## src/rtl/vga_pkg.sv

```systemverilog
// Shared VGA timing constants. Pixel generators import the same offsets so their
// coordinate decode lines up with the sync generator.
package vga_pkg;

    // Counter and colour widths
    localparam int CNT_W   = 10;
    localparam int COLOR_W = 3;

    // Default 640x480 @ 60 Hz timing (25 MHz pixel clock)
    localparam int DEF_H_SYNC   = 96;
    localparam int DEF_H_BP     = 48;
    localparam int DEF_H_ACTIVE = 640;
    localparam int DEF_H_FP     = 16;
    localparam int DEF_V_SYNC   = 2;
    localparam int DEF_V_BP     = 33;
    localparam int DEF_V_ACTIVE = 480;
    localparam int DEF_V_FP     = 10;

    localparam int H_TOTAL = DEF_H_SYNC + DEF_H_BP + DEF_H_ACTIVE + DEF_H_FP;   // 800
    localparam int V_TOTAL = DEF_V_SYNC + DEF_V_BP + DEF_V_ACTIVE + DEF_V_FP;   // 525

    // First visible column / line, counted from the start of the sync pulse
    localparam int H_ACT_START = DEF_H_SYNC + DEF_H_BP;                        // 144
    localparam int V_ACT_START = DEF_V_SYNC + DEF_V_BP;                        // 35

    typedef logic [CNT_W-1:0]   cnt_t;
    typedef logic [COLOR_W-1:0] color_t;

endpackage

```

## src/rtl/clk_en_div.sv

```systemverilog
// Free-running clock-enable divider. tick marks the last board clock of each
// period, first marks the first one. With DIV = 1 both are constantly high.
module clk_en_div #(
    parameter int DIV = 1
) (
    input  logic clk,
    input  logic rst,
    output logic tick,
    output logic first
);

    localparam int            W    = (DIV > 1) ? $clog2(DIV) : 1;
    localparam logic [W-1:0]  LAST = W'(DIV - 1);

    logic [W-1:0] div;

    // Count 0..DIV-1, restarting from 0 on reset
    always_ff @(posedge clk) begin
        if (rst || div == LAST) begin
            div <= '0;
        end else begin
            div <= div + 1'b1;
        end
    end

    assign tick  = (div == LAST);
    assign first = (div == '0);

endmodule

```

## src/rtl/vga_sync_gen.sv

```systemverilog
// VGA timing source: pixel/line counters, sync and display-enable decode, and a
// registered output stage that keeps colour and sync pins aligned (1 clk after the
// counter value that produced them).
module vga_sync_gen
    import vga_pkg::*;
#(
    parameter int CLK_DIV      = 1,
    parameter int H_SYNC       = DEF_H_SYNC,
    parameter int H_BP         = DEF_H_BP,
    parameter int H_ACTIVE     = DEF_H_ACTIVE,
    parameter int H_FP         = DEF_H_FP,
    parameter int V_SYNC       = DEF_V_SYNC,
    parameter int V_BP         = DEF_V_BP,
    parameter int V_ACTIVE     = DEF_V_ACTIVE,
    parameter int V_FP         = DEF_V_FP,
    parameter bit SYNC_ACT_LOW = 1'b1
) (
    input  logic               clk,
    input  logic               rst,
    output logic [CNT_W-1:0]   h_count,
    output logic [CNT_W-1:0]   v_count,
    output logic               pix_tick,
    output logic               line_start,
    output logic               frame_start,
    input  logic [COLOR_W-1:0] rgb_r,
    input  logic [COLOR_W-1:0] rgb_g,
    input  logic [COLOR_W-1:0] rgb_b,
    output logic [COLOR_W-1:0] vga_r,
    output logic [COLOR_W-1:0] vga_g,
    output logic [COLOR_W-1:0] vga_b,
    output logic               vga_hs,
    output logic               vga_vs
);

    localparam int H_TOT = H_SYNC + H_BP + H_ACTIVE + H_FP;
    localparam int V_TOT = V_SYNC + V_BP + V_ACTIVE + V_FP;

    // Compares are done one bit wider so an area ending exactly at 1024 still works
    localparam logic [CNT_W-1:0] H_LAST  = CNT_W'(H_TOT - 1);
    localparam logic [CNT_W-1:0] V_LAST  = CNT_W'(V_TOT - 1);
    localparam logic [CNT_W:0]   H_SYN_E = (CNT_W+1)'(H_SYNC);
    localparam logic [CNT_W:0]   V_SYN_E = (CNT_W+1)'(V_SYNC);
    localparam logic [CNT_W:0]   H_ACT_S = (CNT_W+1)'(H_SYNC + H_BP);
    localparam logic [CNT_W:0]   H_ACT_E = (CNT_W+1)'(H_SYNC + H_BP + H_ACTIVE);
    localparam logic [CNT_W:0]   V_ACT_S = (CNT_W+1)'(V_SYNC + V_BP);
    localparam logic [CNT_W:0]   V_ACT_E = (CNT_W+1)'(V_SYNC + V_BP + V_ACTIVE);

    // Counters are CNT_W bits wide, so a frame larger than 1024x1024 cannot be counted
    if (H_TOT > 1024 || V_TOT > 1024) begin : g_total_check
        $error("vga_sync_gen: H_TOTAL and V_TOTAL must not exceed 1024");
    end
    if (CLK_DIV < 1) begin : g_div_check
        $error("vga_sync_gen: CLK_DIV must be at least 1");
    end

    logic pix_first;
    logic hs_int;
    logic vs_int;
    logic de;

    clk_en_div #(
        .DIV (CLK_DIV)
    ) u_clk_en_div (
        .clk   (clk),
        .rst   (rst),
        .tick  (pix_tick),
        .first (pix_first)
    );

    // Pixel and line counters; both advance only on the pixel tick
    always_ff @(posedge clk) begin
        if (rst) begin
            h_count <= '0;
            v_count <= '0;
        end else if (pix_tick) begin
            if (h_count == H_LAST) begin
                h_count <= '0;
                v_count <= (v_count == V_LAST) ? '0 : v_count + 1'b1;
            end else begin
                h_count <= h_count + 1'b1;
            end
        end
    end

    // Sync, display-enable and start-pulse decode from the current counter values
    always_comb begin
        hs_int      = ({1'b0, h_count} < H_SYN_E);
        vs_int      = ({1'b0, v_count} < V_SYN_E);
        de          = ({1'b0, h_count} >= H_ACT_S) && ({1'b0, h_count} < H_ACT_E) &&
                      ({1'b0, v_count} >= V_ACT_S) && ({1'b0, v_count} < V_ACT_E);
        // Gated by rst so the pulses stay quiet while reset holds the counters at 0,0
        line_start  = !rst && pix_first && (h_count == '0);
        frame_start = line_start && (v_count == '0);
    end

    // Output register: blanked colour plus sync pins, one clk behind the counters
    always_ff @(posedge clk) begin
        if (rst) begin
            vga_r  <= '0;
            vga_g  <= '0;
            vga_b  <= '0;
            vga_hs <= SYNC_ACT_LOW;
            vga_vs <= SYNC_ACT_LOW;
        end else begin
            vga_r  <= de ? rgb_r : '0;
            vga_g  <= de ? rgb_g : '0;
            vga_b  <= de ? rgb_b : '0;
            vga_hs <= hs_int ^ SYNC_ACT_LOW;
            vga_vs <= vs_int ^ SYNC_ACT_LOW;
        end
    end

endmodule
```

## config.mk

```make
export PLATFORM = sky130hd
export DESIGN_NAME = vga_sync_gen
export DESIGN_NICKNAME = d
export VERILOG_FILES = /design/src/rtl/vga_pkg.sv /design/src/rtl/clk_en_div.sv /design/src/rtl/vga_sync_gen.sv
export SDC_FILE = /design/constraint.sdc
export NUM_CORES = 1
export LEC_CHECK = 0
export ABC_AREA = 1
export BUFFER_PORTS_ARGS = -buffer_cell sky130_fd_sc_hd__buf_2
export CORE_UTILIZATION = 46
export CTS_CLUSTER_DIAMETER = 60
export DETAILED_ROUTE_END_ITERATION = 12
export GPL_TIMING_DRIVEN = 0
export PLACE_DENSITY = 0.75
export SETUP_SLACK_MARGIN = 0.05
export SYNTH_ARGS = -nofsm -noshare
export SYNTH_HDL_FRONTEND = slang
export SYNTH_HIERARCHICAL = 1
export SYNTH_SLANG_ARGS = --single-unit
export TNS_END_PERCENT = 1
```

## constraint.sdc

```tcl
create_clock -name clk -period 1.2 [get_ports clk]
set_input_delay 0.24 -clock clk [delete_from_list [all_inputs] [get_ports clk]]
set_output_delay 0.24 -clock clk [all_outputs]
set_load 0.005 [all_outputs]
```

-- Word level (Yosys, flattened, before mapping)
Index checks and enable logic that the tools add are counted.
- flip-flop bits (word level): 32
- mux-type cells: 2
- equality and inequality tests: 2
- reduce and logical (&&, ||, !) cells: 12
- magnitude comparators: 6
- add/subtract/negate cells: 3
- bitwise operators: 4
- operators with widths (operator ; count):
    adder 10 x 1 -> 10 bit (second input constant) ; 2
    == test 10 bit (second input constant) ; 2
    zero test 10 bit ; 2
    less-than comparator 10 bit (second input constant) ; 2
    two-way mux 10 bit ; 2
    greater-or-equal comparator 10 x 6 -> 1 bit (second input constant) ; 1
    greater-or-equal comparator 10 x 8 -> 1 bit (second input constant) ; 1
    less-than comparator 10 x 2 -> 1 bit (second input constant) ; 1
    less-than comparator 10 x 7 -> 1 bit (second input constant) ; 1
    logical AND 1 bit ; 6
    inverter 1 bit ; 4
    AND reduction 2 bit ; 1
    OR reduction 2 bit ; 1
    adder 1 bit (second input constant) ; 1
    zero test 1 bit ; 1
    logical OR 1 bit ; 1

-- Logic depth before layout (Yosys ltp)
Gate-level depths: netlist of the first run.
- depth after elaboration: 6
- gate-level depth with buffers: 12
- gate-level depth less buffers: 11

-- Modules after synthesis
The synthesis of the first run kept the hierarchy.
- by module, submodules not included (module ; area each (um^2) ; times used ; cells an instance):
    vga_sync_gen ; 1554.0 ; 1 ; 218
    clk_en_div ; 35.0 ; 1 ; 4

-- Worst setup path after synthesis of the first run
Ideal clock, no wire load.
- path kind: register -> output
- start: register h_count[0]
- end: output frame_start
- cell stages (with the launch flop): 7
- data arrival time: 1.042 ns
- setup slack: -0.082 ns
- cells stage by stage: dfxtp_1 -> inv_1 -> ha_1 -> nand2_1 -> nor3_1 -> nand4_1 -> nor4_1
- word-level cells in the longest chain between the ends: 3
- RTL lines (item ; RTL line ; text):
    from (decl) ; vga_sync_gen.sv:20 ; output logic [CNT_W-1:0] h_count,
    from (signal assigned) ; vga_sync_gen.sv:80 ; h_count <= h_count + 1'b1;
    zero test 10 bit ; vga_sync_gen.sv:92 ; line_start = !rst && pix_first && (h_count == '0);
    logical AND 1 bit ; vga_sync_gen.sv:92 ;
    logical AND 1 bit ; vga_sync_gen.sv:93 ; frame_start = line_start && (v_count == '0);
    to (decl) ; vga_sync_gen.sv:24 ; output logic frame_start,
No other way between the ends.

-- Final worst setup path of the first run
- start: register v_count[0]
- end: output frame_start
- word-level cells in the longest chain between the ends: 2
- RTL lines (item ; RTL line ; text):
    from (decl) ; vga_sync_gen.sv:21 ; output logic [CNT_W-1:0] v_count,
    from (signal assigned) ; vga_sync_gen.sv:78 ; v_count <= (v_count == V_LAST) ? '0 : v_count + 1'b1;
    zero test 10 bit ; vga_sync_gen.sv:93 ;
    logical AND 1 bit ; vga_sync_gen.sv:93 ;
No other way between the ends.

==> reports/results.ini, run 1 <==
[grt]
grt_max_degree=12
antenna_found_initial=0
grt_pass1_vias=1320
overflow=0
gr-usage-all-layers_pct=20.8
grt_pass1_wl_mm=5.62

[timing]
fin_crit_sh_pct=151
max_freq_mhz=550
hold_viol=0
whs_ns=0.102
worst_slack_ns=-0.617
fin_skew_ns=0.00721
setup_viol=25
final-max-slew-violation-count=0
min_period_ns=1.82
rsz0062_at_grt=true

[yosys]
synthCells=222
synth_seq_area_share_pct=40.3
yosys-top-cells-area=dfxtp_1, nand2_1, inv_1
synth-main-ff-cell=dfxtp_1
synth_top_cell_by_area=dfxtp_1
ys_top_cells_by_count=nand2_1, inv_1, dfxtp_1
synth-seq-cells=32
syn_area_per_cell_um2=7.16
synth_area_um2=1590
synth_enable_flop_cells=0
post-synth-top-area-fraction_pct=40.3
yosysWarnings=6
synth_most_common_cell=nand2_1
ys_types=30
async_flop_share_pct=0
syn_nets=237

[critical_path]
max_stage_delay_ns=0.38
crit_top_cell=inv_1
crit_family=flip-flops
crit_required_ns=0.96
crit_slowest_cell=dfxtp_4
start_kind=flip-flop
cp_max_fo=6
critPathKind=flip-flop to output pin
crit_chain=inv_1 > ha_1 > inv_1 > nor4_2 > buf_2
endpoint_kind=output pin
path_buf_inv=3
reg2reg_slack_ns=-0.19
cp.arrival_ns=1.58

[pwr]
switchingPower_mw=0.452
swShare_pct=22.6
p_int_mw=1.55
p_comb_share_pct=5.4
peakVddDrop_mv=0.971
p_per_area_nw_per_um2=973
p_seq_share_pct=53.8
power.clock.fraction_pct=40.8
p_leak_nw=0.979

[layout]
fin_util_pct=65.2
multi_input_area_um2=856
final-seq-area_um2=669
fill_cells=294
antenna_cells=0
final_nets=287
final_area_um2=2060
syn2layout_area_growth_pct=29.4
layout-drive-gt1-share_pct=41.0
stdcell_count=317

[placement]
dp_hpwl_mm=2.43
port_buffers=43
pre_cts_slack_ns=-0.284
placed_cell_area_um2=1890
dp_cells=309
place_congestion=0.814

[die]
fp.dieH_um=60.8
initial_core_util_pct=50.4
die_w_um=60.8
rows=20
dieArea_um2=3690
fp.coreArea_um2=3150
design.portCount=45

[clock_tree]
clkTransAtPathRegs_ns=0.11
cts_tree=yes
root_buffer=clkbuf_4
cts_num_sinks=32
postCtsSetupBuffers=0
cts_htree_levels=2
insertion_delay_ns=0.34
ctsLongestPathBuffers=2
cts_buffers=5

[detailed_routing]
drt_pass1_iterations=4
drc=0
antenna_left=0
routed_via_density=4.82
routed_wl_mm=3.42
drtIter0Drc=58
vias=1528
wire_per_inst_um=10.8

[flow_run]
cap_violations=0

[run_status]
failed_checks=setup timing
status=finished with violations

[hold_path]
hp-class=primary input to flip-flop

-- layout by cell type, fill, tap and decap left out, types with 4 or more instances in the layout --
cell type  netlist  routed
clkbuf_4         0       5
nor2_1          22      20
nand3_1         15      13
nand2_1         45      43
o21ai_0          6       4
nand4_1          6       6
dfxtp_2          0      14
inv_2            3       7
a21oi_2          4       5
nor2_2           4       5
nor3_1          15      11
buf_2            1      43
a21oi_1         10       9
dfxtp_1         32      15
nor3_2           1       5
inv_1           34      29
-- power groups by stage --
stage	clock (mW)	combinational (mW)	sequential, mW
floorplan	0	0.0601	1.11
finish	0.815	0.108	1.08
CTS	0.840	0.106	1.08
global placement	0	0.101	1.11
detailed placement	0	0.102	1.11
global route	0.902	0.125	1.08
-- path summary, 6_finish.rpt --
path,startpoint,end,depth (start not counted)
max,v_count[0]$_SDFFE_PP0P_,frame_start,5
min,rgb_g[0],vga_g[0]$_SDFF_PP0_,3
max reg2reg,u_clk_en_div/div$_SDFF_PP0_,h_count[9]$_SDFFE_PP0P_,10
min reg2reg,h_count[9]$_SDFFE_PP0P_,h_count[9]$_SDFFE_PP0P_,2
-- worst min-delay path, delay by kind of cell --
family                 cells  cell delay [ns]
AND/OR/NAND/NOR            1             0.04
buffers and inverters      2             0.13
-- final cells by class --
cell class | instances | share of cell area [%]
multi-input combinational | 149 | 41.6
clock inverter | 3 | 2.07
inverter | 38 | 7.18
clock buffer | 5 | 1.82
sequential | 32 | 32.5
timing repair buffer | 43 | 10.8
buffer | 3 | 1.34
tap | 44 | 2.68
-- sequential cells by signal, indices dropped and copies added (netlist names) --
| register | cells |
|---|---|
| vga_r | 3 |
| vga_vs | 1 |
| v_count | 10 |
| vga_g | 3 |
| vga_b | 3 |
| u_clk_en_div/div | 1 |
| vga_hs | 1 |
| h_count | 10 |
-- through the flow --
step                      total power, mW  TNS [ns]
after CTS                            2.03     -3.30
final                                2.00     -3.12
after global routing                 2.11     -5.42
after detailed placement             1.21     -3.11
after global placement               1.21     -2.53
after floorplan                      1.17   -0.0872
-- cells by family after synthesis --
logic type                 count (synthesis)  share of synthesized area (%)
and+or+nand+nor                          116                           34.1
adders and majority gates                  4                           3.15
xor gates and xnor gates                   4                           2.21
buffers and inverters                     41                           10.6
other                                      1                          0.236
DFF                                       32                           40.3
AOI/OAI and AO/OA                         24                           9.37
-- per-layer routing --
layer	GRT usage [%]	wire length [µm]	vias to the layer above
li1	-	-	806
met3	5.76	158	7
met2	31.4	1530	38
met4	11.4	62	0
met5	0	0	-
met1	26.8	1670	677
-- repair_timing --
item,CTS,global route
gates resized for setup,24,14
setup endpoints to repair,39,39
endpoints found under the hold margin,0,0
hold buffers,0,0
pin swaps,0,1
(Power assumes the default switching activity.)
==> inputs of run 2 (changes only) <==
--- a/config.mk
+++ b/config.mk
@@ -6,12 +6,11 @@
 export NUM_CORES = 1
 export LEC_CHECK = 0
 export ABC_AREA = 1
-export BUFFER_PORTS_ARGS = -buffer_cell sky130_fd_sc_hd__buf_2
-export CORE_UTILIZATION = 46
+export CORE_UTILIZATION = 47
 export CTS_CLUSTER_DIAMETER = 60
 export DETAILED_ROUTE_END_ITERATION = 12
+export DONT_BUFFER_PORTS = 1
 export GPL_TIMING_DRIVEN = 0
-export PLACE_DENSITY = 0.75
 export SETUP_SLACK_MARGIN = 0.05
 export SYNTH_ARGS = -nofsm -noshare
 export SYNTH_HDL_FRONTEND = slang
==> run 2 against run 1 <==
Compared with the run above: the flow still finishes with violations (setup timing); flip-flop and latch count did not move; power shrank 10%; first-iteration DRC count fell by 3.4%; clock-buffer cell count rose by 3; clock skew decreased by 0.0047 ns; routed wire length decreased by 0.61%; final cell count down 13%; combinational power fell by 23%.
==> reports/results.ini, run 2 (same netlist as run 1, synthesis figures left out) <==
[run_status]
status=finished with violations
failed_checks=setup timing

[grt]
overflow=0
gr-usage-all-layers_pct=20.8
grt_max_degree=11
grt_pass1_wl_mm=5.46
antenna_found_initial=0
grt_pass1_vias=1230

[layout]
final_cell_mix=nand2_1, inv_1, nor2_1, dfxtp_2, dfxtp_1
final_common_cell=nand2_1
final_nets=246
layout-drive-gt1-share_pct=29.3
stdcell_count=276
syn2layout_area_growth_pct=15.7
largestRegisters=h_count x10, v_count x10
final-seq-area_um2=672
antenna_cells=0
multi_input_area_um2=858
fill_cells=309

[clock_tree]
ctsLongestPathBuffers=2
cts_num_sinks=32
cts_buffers=5
cts_htree_levels=2
postCtsSetupBuffers=0
cts_tree=yes
clkTransAtPathRegs_ns=0.09
insertion_delay_ns=0.32
root_buffer=clkbuf_4

[die]
initial_core_util_pct=50.8
design.portCount=45
rows=20
die_w_um=60.1
dieArea_um2=3620
fp.coreArea_um2=3130
fp.dieH_um=60.1

[placement]
place_congestion=0.803
dp_hpwl_mm=2.54
pre_cts_slack_ns=-0.200
dp_cells=266
port_buffers=0

[pwr]
p_seq_share_pct=60.1
power.clock.fraction_pct=35.2
p_per_area_nw_per_um2=975
p_comb_share_pct=4.6
switchingPower_mw=0.407
p_int_mw=1.39
p_leak_nw=0.759
power_mw=1.79
peakVddDrop_mv=0.600
swShare_pct=22.7

[detailed_routing]
routed_wl_mm=3.40
drt-met1-wl_mm=1.52
antenna_left=0
vias=1416
routed_via_density=5.13
drc=0
met3_wirelength_um=206
wire_per_inst_um=12.3
top_layer=met4
dr_wl_met2_mm=1.61
drt_pass1_iterations=4
drtIter0Drc=56

[critical_path]
endpoint_kind=output pin
reg2reg_slack_ns=-0.22
cp.arrival_ns=1.48
cp_max_fo=5
crit_required_ns=0.96
critPathKind=flip-flop to output pin
start_kind=flip-flop

[timing]
max_freq_mhz=582
hold_viol=0
worst_slack_ns=-0.519
fin_crit_sh_pct=143
whs_ns=0.0265
fin_skew_ns=0.00253
setup_viol=25
rsz0062_at_grt=true
setup-tns-final_ns=-2.94
final-max-slew-violation-count=0
min_period_ns=1.72

[flow_run]
cap_violations=0

[hold_path]
hp-class=primary input to flip-flop

[run 2: final timing paths]
kind / cells after the start / startpoint / end
max: 6 / h_count[0]$_SDFFE_PP0P_ / frame_start
min: 2 / rgb_b[0] / vga_b[0]$_SDFF_PP0_
max reg2reg: 10 / u_clk_en_div/div$_SDFF_PP0_ / h_count[9]$_SDFFE_PP0P_
min reg2reg: 2 / h_count[0]$_SDFFE_PP0P_ / h_count[0]$_SDFFE_PP0P_
[run 2: power by group through the flow]
stage | Sequential (mW) | Clock (mW) | Combinational [mW]
CTS | 1.08 | 0.656 | 0.0753
detailed placement | 1.11 | 0 | 0.0745
global route | 1.08 | 0.704 | 0.0939
finish | 1.08 | 0.632 | 0.0831
floorplan | 1.11 | 0 | 0.0601
global placement | 1.11 | 0 | 0.0724
[run 2: what timing repair did]
item                                    in CTS  in global routing
pin swaps                                    0                  1
hold buffers                                 0                  2
gates resized for setup                     18                 20
endpoints found under the setup margin      28                 28
hold endpoints to repair                     0                  2
[run 2: cell type report]
| class | count | area share (%) |
|---|---|---|
| buffer | 3 | 1.50 |
| clock buffer | 8 | 3.20 |
| inverter | 38 | 8.03 |
| timing repair buffer | 2 | 1.09 |
| tap | 44 | 2.99 |
| sequential | 32 | 36.5 |
| multi-input combinational | 149 | 46.7 |
[run 2: worst max-delay path, stage by stage (launching register included)]
cell     delay, ns
dfxtp_2       0.36
inv_1         0.07
ha_1          0.14
nand2_1       0.06
nor3_2        0.10
nand4_1       0.16
nor4_2        0.26
[run 2: per-layer routing]
layer	up-vias	global-route usage (%)
li1	726	-
met3	6	7.14
met4	0	9.97
met2	44	33.1
met5	-	0
met1	640	24.6
[run 2: per-stage QoR]
step           instance area (µm²)  util [%]
3_3_place_gp                  1670      53.4
3_5_place_dp                  1670      53.4
6_report                      1840      58.8
4_1_cts                       1760      56.3
2_1_floorplan                 1620         -
5_1_grt                       1840      58.8
